$ cat config.mk
export PLATFORM = sky130hd
export DESIGN_NAME = approx_mult_pipe_flat
export DESIGN_NICKNAME = d
export VERILOG_FILES = /design/src/rtl/amult_pkg.sv /design/src/rtl/approx_mult_pipe_if.sv /design/src/rtl/amult_csa_tree.sv /design/src/rtl/approx_mult_pipe.sv /design/src/flat_wrapper.sv
export SDC_FILE = /design/constraint.sdc
export NUM_CORES = 1
export LEC_CHECK = 0
export ABC_CLOCK_PERIOD_IN_PS = 5900
export CORE_MARGIN = 2
export CORE_UTILIZATION = 58
export DETAILED_ROUTE_END_ITERATION = 8
export GPL_TIMING_DRIVEN = 0
export PLACE_DENSITY = 0.8
export SYNTH_ARGS = -nofsm -noshare
export SYNTH_HDL_FRONTEND = slang
export SYNTH_SLANG_ARGS = --single-unit
$ cat constraint.sdc
create_clock -name clk -period 5.9 [get_ports clk]
set_clock_uncertainty 0.05 [all_clocks]
set_input_delay 0.59 -clock clk [delete_from_list [all_inputs] [get_ports clk]]
set_output_delay 0.59 -clock clk [all_outputs]
set_load 0.005 [all_outputs]
$ cat src/rtl/amult_pkg.sv
// rtl/amult_pkg.sv - shared mode encodings and reference product model
// Contents:
//   amult_mode_e : operating mode encodings
//   amult_ref()  : bit-level reference result for a given W, L, x, y, mode
package amult_pkg;

  typedef enum logic [1:0] {
    MODE_EXACT = 2'b00,
    MODE_TRUNC = 2'b01,
    MODE_COMP  = 2'b10,
    MODE_RSVD  = 2'b11
  } amult_mode_e;

  localparam int MAX_W = 16;
  localparam int MAX_PW = 2 * MAX_W;
  localparam logic [MAX_PW-1:0] REF_ONE = {{(MAX_PW-1){1'b0}}, 1'b1};

  // Sums partial-product bits column by column so it shares no structure
  // with the carry-save datapath; the result is reduced modulo 2^(2w).
  function automatic logic [MAX_PW-1:0] amult_ref(
    input int              w,
    input int              l,
    input logic [MAX_W-1:0] x,
    input logic [MAX_W-1:0] y,
    input logic [1:0]       mode
  );
    logic [MAX_PW-1:0] acc;
    logic              approx;
    acc    = '0;
    approx = (mode == MODE_TRUNC) || (mode == MODE_COMP);
    for (int i = 0; i < w; i++) begin
      for (int j = 0; j < w; j++) begin
        if (x[i] && y[j] && (!approx || (i + j) >= l)) begin
          acc = acc + (REF_ONE << (i + j));
        end
      end
    end
    if (mode == MODE_COMP) begin
      acc = acc + (REF_ONE << (l - 1));
    end
    if (w < MAX_W) begin
      acc = acc & ((REF_ONE << (2 * w)) - REF_ONE);
    end
    return acc;
  endfunction

endpackage

$ cat src/rtl/approx_mult_pipe_if.sv
// rtl/approx_mult_pipe_if.sv - operand/result handshake bundle
// Signals:
//   in_valid/in_ready, x, y, mode      : operand beat
//   out_valid/out_ready, z, out_mode   : result beat
// Modports: master (beat source / result sink), slave (multiplier)
interface approx_mult_pipe_if #(
  parameter int W = 8
);

  logic           in_valid;
  logic           in_ready;
  logic [W-1:0]   x;
  logic [W-1:0]   y;
  logic [1:0]     mode;
  logic           out_valid;
  logic           out_ready;
  logic [2*W-1:0] z;
  logic [1:0]     out_mode;

  modport master (
    output in_valid, x, y, mode, out_ready,
    input  in_ready, out_valid, z, out_mode
  );

  modport slave (
    input  in_valid, x, y, mode, out_ready,
    output in_ready, out_valid, z, out_mode
  );

endinterface

$ cat src/rtl/amult_csa_tree.sv
// rtl/amult_csa_tree.sv - carry-save reduction of partial-product rows
// Ports:
//   pp_i    in  W rows of 2W bits, already masked for the mode
//   comp_i  in  add the 2^(L-1) compensation constant
//   sum_o   out redundant sum row
//   carry_o out redundant carry row (sum_o + carry_o = product mod 2^(2W))
module amult_csa_tree #(
  parameter int W = 8,
  parameter int L = 6
) (
  input  logic [W-1:0][2*W-1:0] pp_i,
  input  logic                  comp_i,
  output logic [2*W-1:0]        sum_o,
  output logic [2*W-1:0]        carry_o
);

  localparam int PW = 2 * W;
  localparam logic [PW-1:0] COMP_ROW = {{(PW-1){1'b0}}, 1'b1} << (L - 1);

  logic [PW-1:0] acc_s;
  logic [PW-1:0] acc_c;
  logic [PW-1:0] acc_t;

  // The compensation constant rides in as the seed of the sum row, so it
  // costs no extra adder. Each step is a 3:2 compressor; the carry bit
  // shifted out of the top is dropped, giving modulo-2^(2W) arithmetic.
  always_comb begin
    acc_s = comp_i ? COMP_ROW : '0;
    acc_c = '0;
    acc_t = '0;
    for (int j = 0; j < W; j++) begin
      acc_t = acc_s ^ acc_c ^ pp_i[j];
      acc_c = ((acc_s & acc_c) | (acc_s & pp_i[j]) | (acc_c & pp_i[j])) << 1;
      acc_s = acc_t;
    end
    sum_o   = acc_s;
    carry_o = acc_c;
  end

endmodule

$ cat src/rtl/approx_mult_pipe.sv
// rtl/approx_mult_pipe.sv - 3-stage exact/truncated/compensated multiplier
// Ports:
//   clk, rst_n  clock, asynchronous active-low reset
//   bus         approx_mult_pipe_if.slave operand/result handshake
//   cnt_clr     synchronous clear of approx_cnt (wins over increment)
//   approx_cnt  saturating count of accepted mode 01/10 beats
module approx_mult_pipe
  import amult_pkg::*;
#(
  parameter int W  = 8,
  parameter int L  = 6,
  parameter int CW = 16
) (
  input  logic                clk,
  input  logic                rst_n,
  approx_mult_pipe_if.slave   bus,
  input  logic                cnt_clr,
  output logic [CW-1:0]       approx_cnt
);

  localparam int PW = 2 * W;
  // Columns L and above survive truncation; with L = W this is still a
  // plain shift of an all-ones constant, so no zero-width slice appears.
  localparam logic [PW-1:0] KEEP_MASK = {PW{1'b1}} << L;
  localparam logic [CW-1:0] CNT_ONE   = {{(CW-1){1'b0}}, 1'b1};

  logic en_s1, en_s2, en_s3;
  logic in_fire;
  logic in_approx;

  logic [W-1:0][PW-1:0] pp_d;
  logic [PW-1:0]        row_mask;

  logic                 s1_valid_q;
  logic [W-1:0][PW-1:0] s1_pp_q;
  logic                 s1_comp_q;
  logic [1:0]           s1_mode_q;

  logic [PW-1:0]        csa_sum;
  logic [PW-1:0]        csa_carry;

  logic                 s2_valid_q;
  logic [PW-1:0]        s2_sum_q;
  logic [PW-1:0]        s2_carry_q;
  logic [1:0]           s2_mode_q;

  logic                 s3_valid_q;
  logic [PW-1:0]        z_q;
  logic [PW-1:0]        z_d;
  logic [1:0]           out_mode_q;

  logic [CW-1:0]        cnt_q;
  logic [CW-1:0]        cnt_d;

  // A stall can only exist while S3 holds a result, so no upstream stage
  // ever finds all of its downstream stages empty during one: bubble
  // filling under stall never applies and every stage shares the output
  // stage's enable.
  assign en_s3 = !(s3_valid_q && !bus.out_ready);
  assign en_s2 = en_s3;
  assign en_s1 = en_s3;

  assign bus.in_ready = en_s1;
  assign in_fire      = bus.in_valid && en_s1;
  assign in_approx    = (bus.mode == MODE_TRUNC) || (bus.mode == MODE_COMP);
  assign row_mask     = in_approx ? KEEP_MASK : {PW{1'b1}};

  // Row j carries x shifted to weight 2^j, gated by y[j].
  for (genvar j = 0; j < W; j++) begin : g_pp
    assign pp_d[j] = (bus.y[j] ? ({{W{1'b0}}, bus.x} << j) : {PW{1'b0}}) & row_mask;
  end

  always_ff @(posedge clk or negedge rst_n) begin
    if (!rst_n) begin
      s1_valid_q <= 1'b0;
      s1_pp_q    <= '0;
      s1_comp_q  <= 1'b0;
      s1_mode_q  <= MODE_EXACT;
    end else if (en_s1) begin
      s1_valid_q <= in_fire;
      s1_pp_q    <= pp_d;
      s1_comp_q  <= (bus.mode == MODE_COMP);
      s1_mode_q  <= bus.mode;
    end
  end

  amult_csa_tree #(
    .W (W),
    .L (L)
  ) u_csa (
    .pp_i    (s1_pp_q),
    .comp_i  (s1_comp_q),
    .sum_o   (csa_sum),
    .carry_o (csa_carry)
  );

  always_ff @(posedge clk or negedge rst_n) begin
    if (!rst_n) begin
      s2_valid_q <= 1'b0;
      s2_sum_q   <= '0;
      s2_carry_q <= '0;
      s2_mode_q  <= MODE_EXACT;
    end else if (en_s2) begin
      s2_valid_q <= s1_valid_q;
      s2_sum_q   <= csa_sum;
      s2_carry_q <= csa_carry;
      s2_mode_q  <= s1_mode_q;
    end
  end

  assign z_d = s2_sum_q + s2_carry_q;

  always_ff @(posedge clk or negedge rst_n) begin
    if (!rst_n) begin
      s3_valid_q <= 1'b0;
      z_q        <= '0;
      out_mode_q <= MODE_EXACT;
    end else if (en_s3) begin
      s3_valid_q <= s2_valid_q;
      z_q        <= z_d;
      out_mode_q <= s2_mode_q;
    end
  end

  assign bus.out_valid = s3_valid_q;
  assign bus.z         = z_q;
  assign bus.out_mode  = out_mode_q;

  always_comb begin
    cnt_d = cnt_q;
    if (cnt_clr) begin
      cnt_d = '0;
    end else if (in_fire && in_approx && (cnt_q != {CW{1'b1}})) begin
      cnt_d = cnt_q + CNT_ONE;
    end
  end

  always_ff @(posedge clk or negedge rst_n) begin
    if (!rst_n) begin
      cnt_q <= '0;
    end else begin
      cnt_q <= cnt_d;
    end
  end

  assign approx_cnt = cnt_q;

endmodule

$ cat src/flat_wrapper.sv
// flat-port wrapper written by rule: the top's interface ports become plain ports
module approx_mult_pipe_flat import amult_pkg::*;
#(
  parameter int W  = 8,
  parameter int L  = 6,
  parameter int CW = 16
)
  (clk, rst_n, cnt_clr, approx_cnt, bus_in_valid, bus_x, bus_y, bus_mode, bus_out_ready, bus_in_ready, bus_out_valid, bus_z, bus_out_mode);
  approx_mult_pipe_if #(.W(W)) bus_i ();
  input  logic clk;
  input  logic rst_n;
  input  logic cnt_clr;
  output logic [CW-1:0] approx_cnt;
  input wire logic [$bits(bus_i.in_valid)-1:0] bus_in_valid;
  input wire logic [$bits(bus_i.x)-1:0] bus_x;
  input wire logic [$bits(bus_i.y)-1:0] bus_y;
  input wire logic [$bits(bus_i.mode)-1:0] bus_mode;
  input wire logic [$bits(bus_i.out_ready)-1:0] bus_out_ready;
  output wire logic [$bits(bus_i.in_ready)-1:0] bus_in_ready;
  output wire logic [$bits(bus_i.out_valid)-1:0] bus_out_valid;
  output wire logic [$bits(bus_i.z)-1:0] bus_z;
  output wire logic [$bits(bus_i.out_mode)-1:0] bus_out_mode;
  assign bus_i.in_valid = bus_in_valid;
  assign bus_i.x = bus_x;
  assign bus_i.y = bus_y;
  assign bus_i.mode = bus_mode;
  assign bus_i.out_ready = bus_out_ready;
  assign bus_in_ready = bus_i.in_ready;
  assign bus_out_valid = bus_i.out_valid;
  assign bus_z = bus_i.z;
  assign bus_out_mode = bus_i.out_mode;
  approx_mult_pipe #(.W(W), .L(L), .CW(CW)) u_core (.clk(clk), .rst_n(rst_n), .bus(bus_i), .cnt_clr(cnt_clr), .approx_cnt(approx_cnt));
endmodule
== Word level (Yosys, flattened, before mapping) ==
Index checks and enable logic that the tools add are counted.

* Output and inout bits: 36
* Word-level logic and storage cells: 103
* Register bits: 201
* Input port bits: 23

* Mux-type cells: 12
* Reductions and logical operators: 8
* Bitwise operators: 59
* Add/subtract/negate cells: 2
* Equality and inequality tests: 3

{| class="wikitable"
|+ Operators with widths
! kind !! number
|-
| $and A15 B15 Y15 || 21
|-
| $xor A16 B16 Y16 || 14
|-
| $or A15 B15 Y15 || 14
|-
| $and A16 B16 Y16 || 8
|-
| $mux W16 || 2
|-
| $add A16 B1 Y16 const B || 1
|-
| $add A16 B16 Y16 || 1
|-
| $ne A16 B16 Y1 const B || 1
|-
| $xor A6 B16 Y16 || 1
|-
| $and A6 B15 Y15 || 1
|-
| $mux W15 || 1
|-
| $mux W14 || 1
|-
| $mux W13 || 1
|-
| $mux W12 || 1
|-
| $mux W6 || 2
|-
| $mux W11 || 1
|-
| $mux W10 || 1
|-
| $mux W9 || 1
|-
| $mux W8 || 1
|-
| $logic_and A1 B1 Y1 || 4
|-
| $eq A2 B1 Y1 const B || 1
|-
| $eq A2 B2 Y1 const B || 1
|-
| $logic_not A1 Y1 || 2
|-
| $reduce_bool A2 Y1 || 1
|-
| $logic_or A1 B1 Y1 || 1
|}

== Logic depth before layout (Yosys ltp) ==
Gate-level depths: netlist of run 1.

* Word-level depth: 23
* Depth in mapped cells: 14
* Depth with buffers taken out: 14

== Hierarchy ==
A second synthesis of run 1 with hierarchy kept.

* Cell total of the unflattened synthesis: 838
* Area total of the unflattened synthesis: 8575.7 um2

{| class="wikitable"
|+ Modules (own cells, without submodules)
! module !! area an instance (um2) !! cells each !! instances !! seq. area each (um2)
|-
| approx_mult_pipe || 6314.8 || 678 || 1 || 3453.3
|-
| amult_csa_tree || 2260.9 || 160 || 1 || 0.0
|}

== Worst setup path before layout of run 1 ==
Ideal clock, no wire load.

* Path kind: register to register
* From: reg u_core.s1_comp_q
* To: reg u_core.s2_sum_q[7]
* Arrival: 4.149 ns
* Setup slack: 1.584 ns
* Stages on the path, launching flop included: 15
* Path buffers: 0
* Period minus slack after synthesis: 4.316 ns
* Setup time: 0.117 ns
* Required time: 5.733 ns
* Cell sequence: dfrtp_1 -> ha_1 -> inv_1 -> fa_1 -> inv_1 -> fa_1 -> fa_1 -> fa_1 -> fa_1 -> inv_1 -> fa_1 -> inv_1 -> fa_1 -> nand2_1 -> nand2_1

* Word-level cells in the longest chain between the ends: 18
* Elaborated cells between the ends (all ways): 47
* Those cells by class: mux: 1; bitwise: 46

{| class="wikitable"
|+ Ends and longest elaborated chain
! element !! RTL line !! source
|-
| from (decl) || approx_mult_pipe.sv:36 || <nowiki>logic s1_comp_q;</nowiki>
|-
| from (signal assigned) || approx_mult_pipe.sv:82 || <nowiki>s1_comp_q <= (bus.mode == MODE_COMP);</nowiki>
|-
| $mux W6 * || amult_csa_tree.sv:28 || <nowiki>acc_s = comp_i ? COMP_ROW : '0;</nowiki>
|-
| $xor A6 B16 Y16 || amult_csa_tree.sv:32 || <nowiki>acc_t = acc_s ^ acc_c ^ pp_i[j];</nowiki>
|-
| $and A15 B15 Y15 or $xor A16 B16 Y16 (tied branches) || amult_csa_tree.sv:33, amult_csa_tree.sv:32 ||
|-
| $or A15 B15 Y15 or $xor A16 B16 Y16 (tied branches) || amult_csa_tree.sv:33, amult_csa_tree.sv:32 ||
|-
| $or A15 B15 Y15 (tied with other cells) || amult_csa_tree.sv:33 || <nowiki>acc_c = ((acc_s & acc_c) | (acc_s & pp_i[j]) | (acc_c & pp_i[j])) << 1;</nowiki>
|-
| $and A15 B15 Y15 (tied with other cells) || amult_csa_tree.sv:33 ||
|-
| $or A15 B15 Y15 (tied with other cells) (2 in series) || amult_csa_tree.sv:33 ||
|-
| $xor A16 B16 Y16 (tied with other cells) (4 in series) || amult_csa_tree.sv:32 ||
|-
| $xor A16 B16 Y16 or $or A15 B15 Y15 (tied branches) || amult_csa_tree.sv:32, amult_csa_tree.sv:33 ||
|-
| $xor A16 B16 Y16 (tied with other cells) || amult_csa_tree.sv:32 ||
|-
| $xor A16 B16 Y16 or $or A15 B15 Y15 (tied branches) (2 in series) || amult_csa_tree.sv:32, amult_csa_tree.sv:33 ||
|-
| $xor A16 B16 Y16 * (2 in series) || amult_csa_tree.sv:32 ||
|-
| named net u_core.csa_sum[7] || approx_mult_pipe.sv:39 || <nowiki>logic [PW-1:0] csa_sum;</nowiki>
|-
| to (signal assigned) || approx_mult_pipe.sv:105 || <nowiki>s2_sum_q <= csa_sum;</nowiki>
|-
| to (decl) || approx_mult_pipe.sv:43 || <nowiki>logic [PW-1:0] s2_sum_q;</nowiki>
|}

The timed path passes the listed nets; every way through them passes the cells marked *.
A chain may end at the register's enable or synchronous reset.

== Worst setup path in the final report of run 1 ==
Same ends and word-level chain as after synthesis.

==> results.json, run 1 <==
{
  "rsz0062_at_grt": "no",
  "max_stage_delay_ns": 0.55,
  "num_io_pins": 59,
  "cap_violations": 0,
  "drc_errors": 0,
  "areaGrowthSynthToFinish_pct": 20.3,
  "gr-total-overflow": 0,
  "ant_nets": 0,
  "worst_pin_slew_ns": 1.15,
  "grt_pass1_vias": 5208,
  "die_x_um": 110,
  "placement.io_buffers": 47,
  "root_buffer": "clkbuf_16",
  "synth_edf_count": 0,
  "grt_pass1_wl_um": 25700,
  "ys_warn_count": 0,
  "synthFlopType": "dfrtp_1",
  "num_antenna_cells": 0,
  "dr.pass1.iters": 5,
  "hold_viol": 0,
  "die_y_um": 110,
  "syn_avg_cell_area_sq_um": 10.1,
  "synth_nets": 731,
  "clock_latency_ns": 0.42,
  "place_congestion": 0.851,
  "cp.required_ns": 6.16,
  "post_cts_resized": 0,
  "layout_common_cells": "162 x nand2_1, 128 x dfrtp_1, 52 x nand3_1",
  "htreeDepth": 4,
  "final_common_cell": "nand2_1",
  "antenna_found_initial": 0,
  "drive_gt1_share_pct": 7.83,
  "hpwl_um": 10900,
  "hold_path.class": "input pin to asynchronous set/reset pin",
  "cp-end-kind": "flop",
  "dp_slack_ns": 1.32,
  "ys_types": 51,
  "core-area_sq_mm": 0.0109,
  "wl_per_cell_um": 17.9,
  "grt_use_total_pct": 28.3,
  "critPathTopFamily": "adder cells",
  "drtIter0Drc": 428,
  "final_core_util_pct": 72.1,
  "p_per_area_mw_per_mm2": 472,
  "via_per_inst": 5.87,
  "holdBufCountCts": 0,
  "multi_input_area_sq_mm": 0.00301,
  "drt-total-wl_um": 15500,
  "crit_type": "flop to flop",
  "cts_tree": "done",
  "status": "finished clean",
  "cp_max_fo": 2,
  "syn_area_sq_mm": 0.00656,
  "core.rowCount": 38,
  "async_reset_ff_share_pct": 100,
  "clock_path_buffers": 2,
  "start_kind": "flop",
  "grt_max_degree": 80,
  "arrival_ns": 4.84,
  "crit_buf_inv": 4,
  "setup_ws_ns": 1.32,
  "netlist_instances": 648,
  "drv_slew": 0,
  "max_freq_mhz": 218,
  "vias": 5097,
  "postCtsSetupBuffers": 0,
  "worst_path_max_delay_cell": "fa_1",
  "cp_cell_sequence": "ha_1, inv_1, fa_1, inv_1, fa_1, fa_1, fa_1, fa_1, inv_1, fa_1, inv_1, fa_1, nand2_1, nand2_1",
  "ys_ff_latch": 128,
  "setup_viol": 0,
  "clock-sinks": 128,
  "cpMostUsedCell": "fa_1",
  "fin_crit_sh_pct": 77.6,
  "fin_nets": 798,
  "synth-seq-area-share_pct": 48.9,
  "cts-buffers-inserted": 17,
  "die-area_sq_mm": 0.0122,
  "leakage_nw": 3.74,
  "start_util_pct": 59.9,
  "ir_drop_uv": 298,
  "period_needed_ns": 4.58,
  "nFillCells": 781,
  "path_clk_slew_ns": 0.06,
  "regArea_sq_mm": 0.00320,
  "slew_headroom_pct": 22.4
}
-- registers in the layout, indices dropped and copies added, names as in the netlist, 2 cells and up --
register and count:
u_core.bus.z 16, u_core.s1_mode_q 2, u_core.approx_cnt 16, u_core.s2_carry_q 7
u_core.s2_sum_q 15, u_core.s2_mode_q 2, u_core.bus.out_mode 2, u_core.s1_pp_q 64
-- power by group --
group / switching (mW) / internal, mW
Combinational: 0.742 / 0.601
Sequential: 0.121 / 1.09
Clock: 0.383 / 0.781
Total: 1.25 / 2.48
-- cell families after synthesis --
family	share of synthesized area [%]
simple gates	19.3
flops	48.9
compound gates	9.18
buf+inv	5.23
fa+ha+maj	16.5
mux	0.840
xor+xnor	0.134
-- area by class of cell --
type,count,share of cell area (%)
Multi-Input combinational cell,437,38.2
Buffer,40,2.30
Clock buffer,22,6.01
Sequential cell,128,40.6
Clock inverter,10,2.30
Tap cell,140,2.22
Timing Repair Buffer,48,6.33
Inverter,43,2.05
-- through the flow --
step	hold WS [ns]	instances	area, sq um	power, mW	TNS [ns]
detailed placement	0.406	836	7230	2.56	0
CTS	0.0687	868	7890	3.74	0
global placement	0.399	835	7200	2.48	-93.08
finish	0.0599	868	7890	3.72	0
global route	0.0869	868	7890	3.99	0
floorplan	0.244	648	6560	2.10	0
-- worst paths after layout --
| path | end | cells past startpoint | slack, ns | startpoint |
|---|---|---|---|---|
| max in group asynchronous | u_core.s1_pp_q[39] | 2 | 4.98 | rst_n |
| worst min-delay path | u_core.approx_cnt[15] | 1 | 0.06 | rst_n |
| worst max-delay path | u_core.s2_sum_q[7] | 14 | 1.32 | u_core.s1_comp_q |
| worst min register to register | u_core.s2_carry_q[11] | 2 | 0.42 | u_core.s2_carry_q[11] |
| min in group clk | u_core.s2_carry_q[11] | 2 | 0.42 | u_core.s2_carry_q[11] |
| worst max register to register | u_core.s2_sum_q[7] | 14 | 1.32 | u_core.s1_comp_q |
-- synth_stat cells (5+ instances only) --
cell | n | share of area [%]
a211oi_1 | 6 | 0.69
a21oi_1 | 21 | 1.6
a22o_1 | 16 | 2.1
and3_1 | 5 | 0.48
clkbuf_1 | 23 | 1.3
clkbuf_2 | 11 | 0.84
dfrtp_1 | 128 | 49
fa_1 | 44 | 13
ha_1 | 16 | 3.1
inv_1 | 43 | 2.5
nand2_1 | 162 | 9.3
nand3_1 | 52 | 4.0
nor2_1 | 16 | 0.92
nor2b_1 | 5 | 0.48
o21ai_0 | 32 | 2.4
o31ai_1 | 8 | 0.92
or3_1 | 6 | 0.57
-- worst reg2reg max path, delay by kind of cell (launching register included) --
family	cells	cell delay [ns]
and+or+nand+nor	2	0.13
adders and majority gates	8	3.63
buffers and inverters	4	0.26
DFF	1	0.40
-- per-layer routing --
| layer | global-route usage, % | up-vias | wire length [um] |
|---|---|---|---|
| met5 | 0 | - | 0 |
| met2 | 46.1 | 227 | 7770 |
| met4 | 11.2 | 0 | 383 |
| met3 | 6.58 | 38 | 1130 |
| met1 | 37.1 | 2536 | 6210 |
| li1 | - | 2296 | - |
No activity file was read; power rests on OpenSTA's default activity.
==> run 2, diff against run 1 <==
--- a/config.mk
+++ b/config.mk
@@ -5,12 +5,12 @@
 export SDC_FILE = /design/constraint.sdc
 export NUM_CORES = 1
 export LEC_CHECK = 0
-export ABC_CLOCK_PERIOD_IN_PS = 5900
+export ABC_CLOCK_PERIOD_IN_PS = 4100
 export CORE_MARGIN = 2
-export CORE_UTILIZATION = 58
+export CORE_UTILIZATION = 52
 export DETAILED_ROUTE_END_ITERATION = 8
 export GPL_TIMING_DRIVEN = 0
-export PLACE_DENSITY = 0.8
+export PLACE_DENSITY = 0.76
 export SYNTH_ARGS = -nofsm -noshare
 export SYNTH_HDL_FRONTEND = slang
 export SYNTH_SLANG_ARGS = --single-unit
==> constraint.sdc (replaced) <==
create_clock -name clk -period 4.1 [get_ports clk]
set_clock_uncertainty 0.05 [all_clocks]
set_input_delay 0.41 -clock clk [delete_from_list [all_inputs] [get_ports clk]]
set_output_delay 0.41 -clock clk [all_outputs]
set_load 0.005 [all_outputs]
==> run 2 against run 1 <==
The flow now finishes with violations (negative setup slack). Die area increased by 11%. Sequential power increased by 45%. Cell count increased by 3.6%. Flip-flop and latch count unchanged.
==> results.json, run 2 (synthesis results as in run 1) <==
{
  "arrival_ns": 4.54,
  "hold_viol": 0,
  "p_seq_share_pct": 34.0,
  "cp_max_fo": 2,
  "clock_path_buffers": 2,
  "dp_slack_ns": -0.252,
  "cpMostUsedCell": "fa_2",
  "antenna_found_initial": 0,
  "place_congestion": 0.837,
  "root_buffer": "clkbuf_16",
  "cts-buffers-inserted": 17,
  "hold_path.class": "input pin to flop",
  "drv_slew": 0,
  "rsz0062_at_grt": "yes",
  "place_inst": 868,
  "top_register": "u_core.s1_pp_q",
  "ir_drop_uv": 308,
  "vias": 5029,
  "cts_tree": "done",
  "grt_pass1_wl_um": 24700,
  "via_per_inst": 5.59,
  "largest_reg_flops": 64,
  "p_per_area_mw_per_mm2": 652,
  "p_sw_mw": 1.75,
  "period_needed_ns": 4.28,
  "areaGrowthSynthToFinish_pct": 20.2,
  "violations": "negative setup slack",
  "drc_errors": 0,
  "regArea_sq_mm": 0.00320,
  "final_common_cell": "nand2_1",
  "path_clk_slew_ns": 0.05,
  "cp.required_ns": 4.35,
  "power.internal_mw": 3.39,
  "layout_common_cells": "162 x nand2_1, 128 x dfrtp_1, 52 x nand3_1",
  "place_area_sq_mm": 0.00727,
  "fin_hold_ws_ns": 0.282,
  "setup_viol": 3,
  "wl_per_cell_um": 16.8,
  "fin_nets": 799,
  "placement.io_buffers": 47,
  "grt_max_degree": 87,
  "design_area_sq_mm": 0.00788,
  "setup_ws_ns": -0.183,
  "switching_share_pct": 34.0,
  "worst_path_max_delay_cell": "fa_2",
  "cap_violations": 0,
  "max_stage_delay_ns": 0.59,
  "start_util_pct": 52.6,
  "die-area_sq_mm": 0.0135,
  "hpwl_um": 10700,
  "start_kind": "flop",
  "power_frac_comb_pct": 37.8,
  "worst_pin_slew_ns": 1.02,
  "leakage_nw": 3.68,
  "ant_nets": 0,
  "clockPowerShare_pct": 28.2,
  "cp-end-kind": "flop",
  "cp_cell_sequence": "ha_2, inv_2, fa_1, inv_1, fa_1, fa_2, fa_2, fa_2, fa_2, fa_1, nand2_1, nand2_1",
  "clock_latency_ns": 0.42,
  "clock-sinks": 128,
  "dr.pass1.iters": 5,
  "die_y_um": 116,
  "drive_gt1_share_pct": 9.77,
  "postCtsSetupBuffers": 0,
  "crit_type": "flop to flop",
  "grt_use_total_pct": 24.2,
  "core-area_sq_mm": 0.0125,
  "drt-total-wl_um": 15100,
  "grt_pass1_vias": 5063,
  "final_cell_count_no_fill": 899,
  "status": "finished, violations left",
  "nFillCells": 1013,
  "gr-total-overflow": 0,
  "max_freq_mhz": 233,
  "num_io_pins": 59,
  "fin_crit_sh_pct": 104,
  "num_antenna_cells": 0,
  "multi_input_area_sq_mm": 0.00304,
  "die_x_um": 116,
  "drtIter0Drc": 382,
  "htreeDepth": 4,
  "core.rowCount": 41,
  "slew_headroom_pct": 31.6
}
## run 2: changes by cell type in the layout (fill, tap and decap cells not counted), sizes merged
cell,change
clkinv,-1
clkbuf,+2
bufinv,-3
dlygate4sd3,+1
## run 2: path summary, 6_finish.rpt
kind | start | endpoint | slack [ns] | cells past startpoint
min in group asynchronous | rst_n | u_core.approx_cnt[13] | 0.43 | 2
setup reg to reg | u_core.s1_comp_q | u_core.s2_sum_q[7] | -0.18 | 12
hold reg to reg | u_core.bus.z[2] | u_core.bus.z[2] | 0.41 | 2
hold / removal | bus_x[3] | u_core.s1_pp_q[71] | 0.28 | 3
max in group asynchronous | rst_n | u_core.s1_pp_q[56] | 2.82 | 3
setup / recovery | u_core.s1_comp_q | u_core.s2_sum_q[7] | -0.18 | 12
## run 2: per-layer routing
metal / vias up / wire, um / track usage [%]
li1: 2295 / - / -
met1: 2537 / 6490 / 31.8
met2: 167 / 7370 / 39.3
met3: 30 / 872 / 5.29
met4: 0 / 362 / 9.84
met5: - / 0 / 0
## run 2: stage by stage
stage / util [%] / TNS [ns] / power [mW]
floorplan: - / 0 / 3.01
global placement: 58.1 / -301.80 / 3.56
detailed placement: 58.3 / -1.11 / 3.65
CTS: 63.2 / -0.530 / 5.17
global route: 63.2 / -0.697 / 5.50
finish: 63.2 / -0.334 / 5.14
## run 2: power by group through the flow
| stage | Sequential [mW] | Clock [mW] | Combinational (mW) |
|---|---|---|---|
| floorplan | 1.73 | 0 | 1.28 |
| global placement | 1.75 | 0 | 1.81 |
| detailed placement | 1.77 | 0 | 1.88 |
| CTS | 1.75 | 1.47 | 1.95 |
| global route | 1.78 | 1.52 | 2.20 |
| finish | 1.75 | 1.45 | 1.94 |
## run 2: worst max-delay path, delay by kind of cell (launching register included)
family                     cells  cell delay, ns
DFF                            1            0.40
adders and majority gates      8            3.45
buffers and inverters          2            0.11
and+or+nand+nor                2            0.15
## run 2: repair_timing
item,CTS,global route
endpoints found under the setup margin,8,6
endpoints found under the hold margin,42,0
resized for setup,19,1
gates cloned,0,0
hold buffers,1,0
pin swaps,17,11
## run 2: area by class of cell
type | count | share of cell area (%)
sequential | 128 | 40.7
multi-input combinational | 437 | 38.6
timing repair buffer | 49 | 6.46
clock buffer | 24 | 6.11
tap | 172 | 2.73
buffer | 40 | 2.30
inverter | 43 | 2.05
clock inverter | 6 | 1.05
==> run 3, diff against run 2 <==
--- a/config.mk
+++ b/config.mk
@@ -8,6 +8,7 @@
 export ABC_CLOCK_PERIOD_IN_PS = 4100
 export CORE_MARGIN = 2
 export CORE_UTILIZATION = 52
+export CTS_CLUSTER_DIAMETER = 40
 export DETAILED_ROUTE_END_ITERATION = 8
 export GPL_TIMING_DRIVEN = 0
 export PLACE_DENSITY = 0.76
==> results of run 3 <==
Final layout, timing and power as in run 2 (identical DEF).
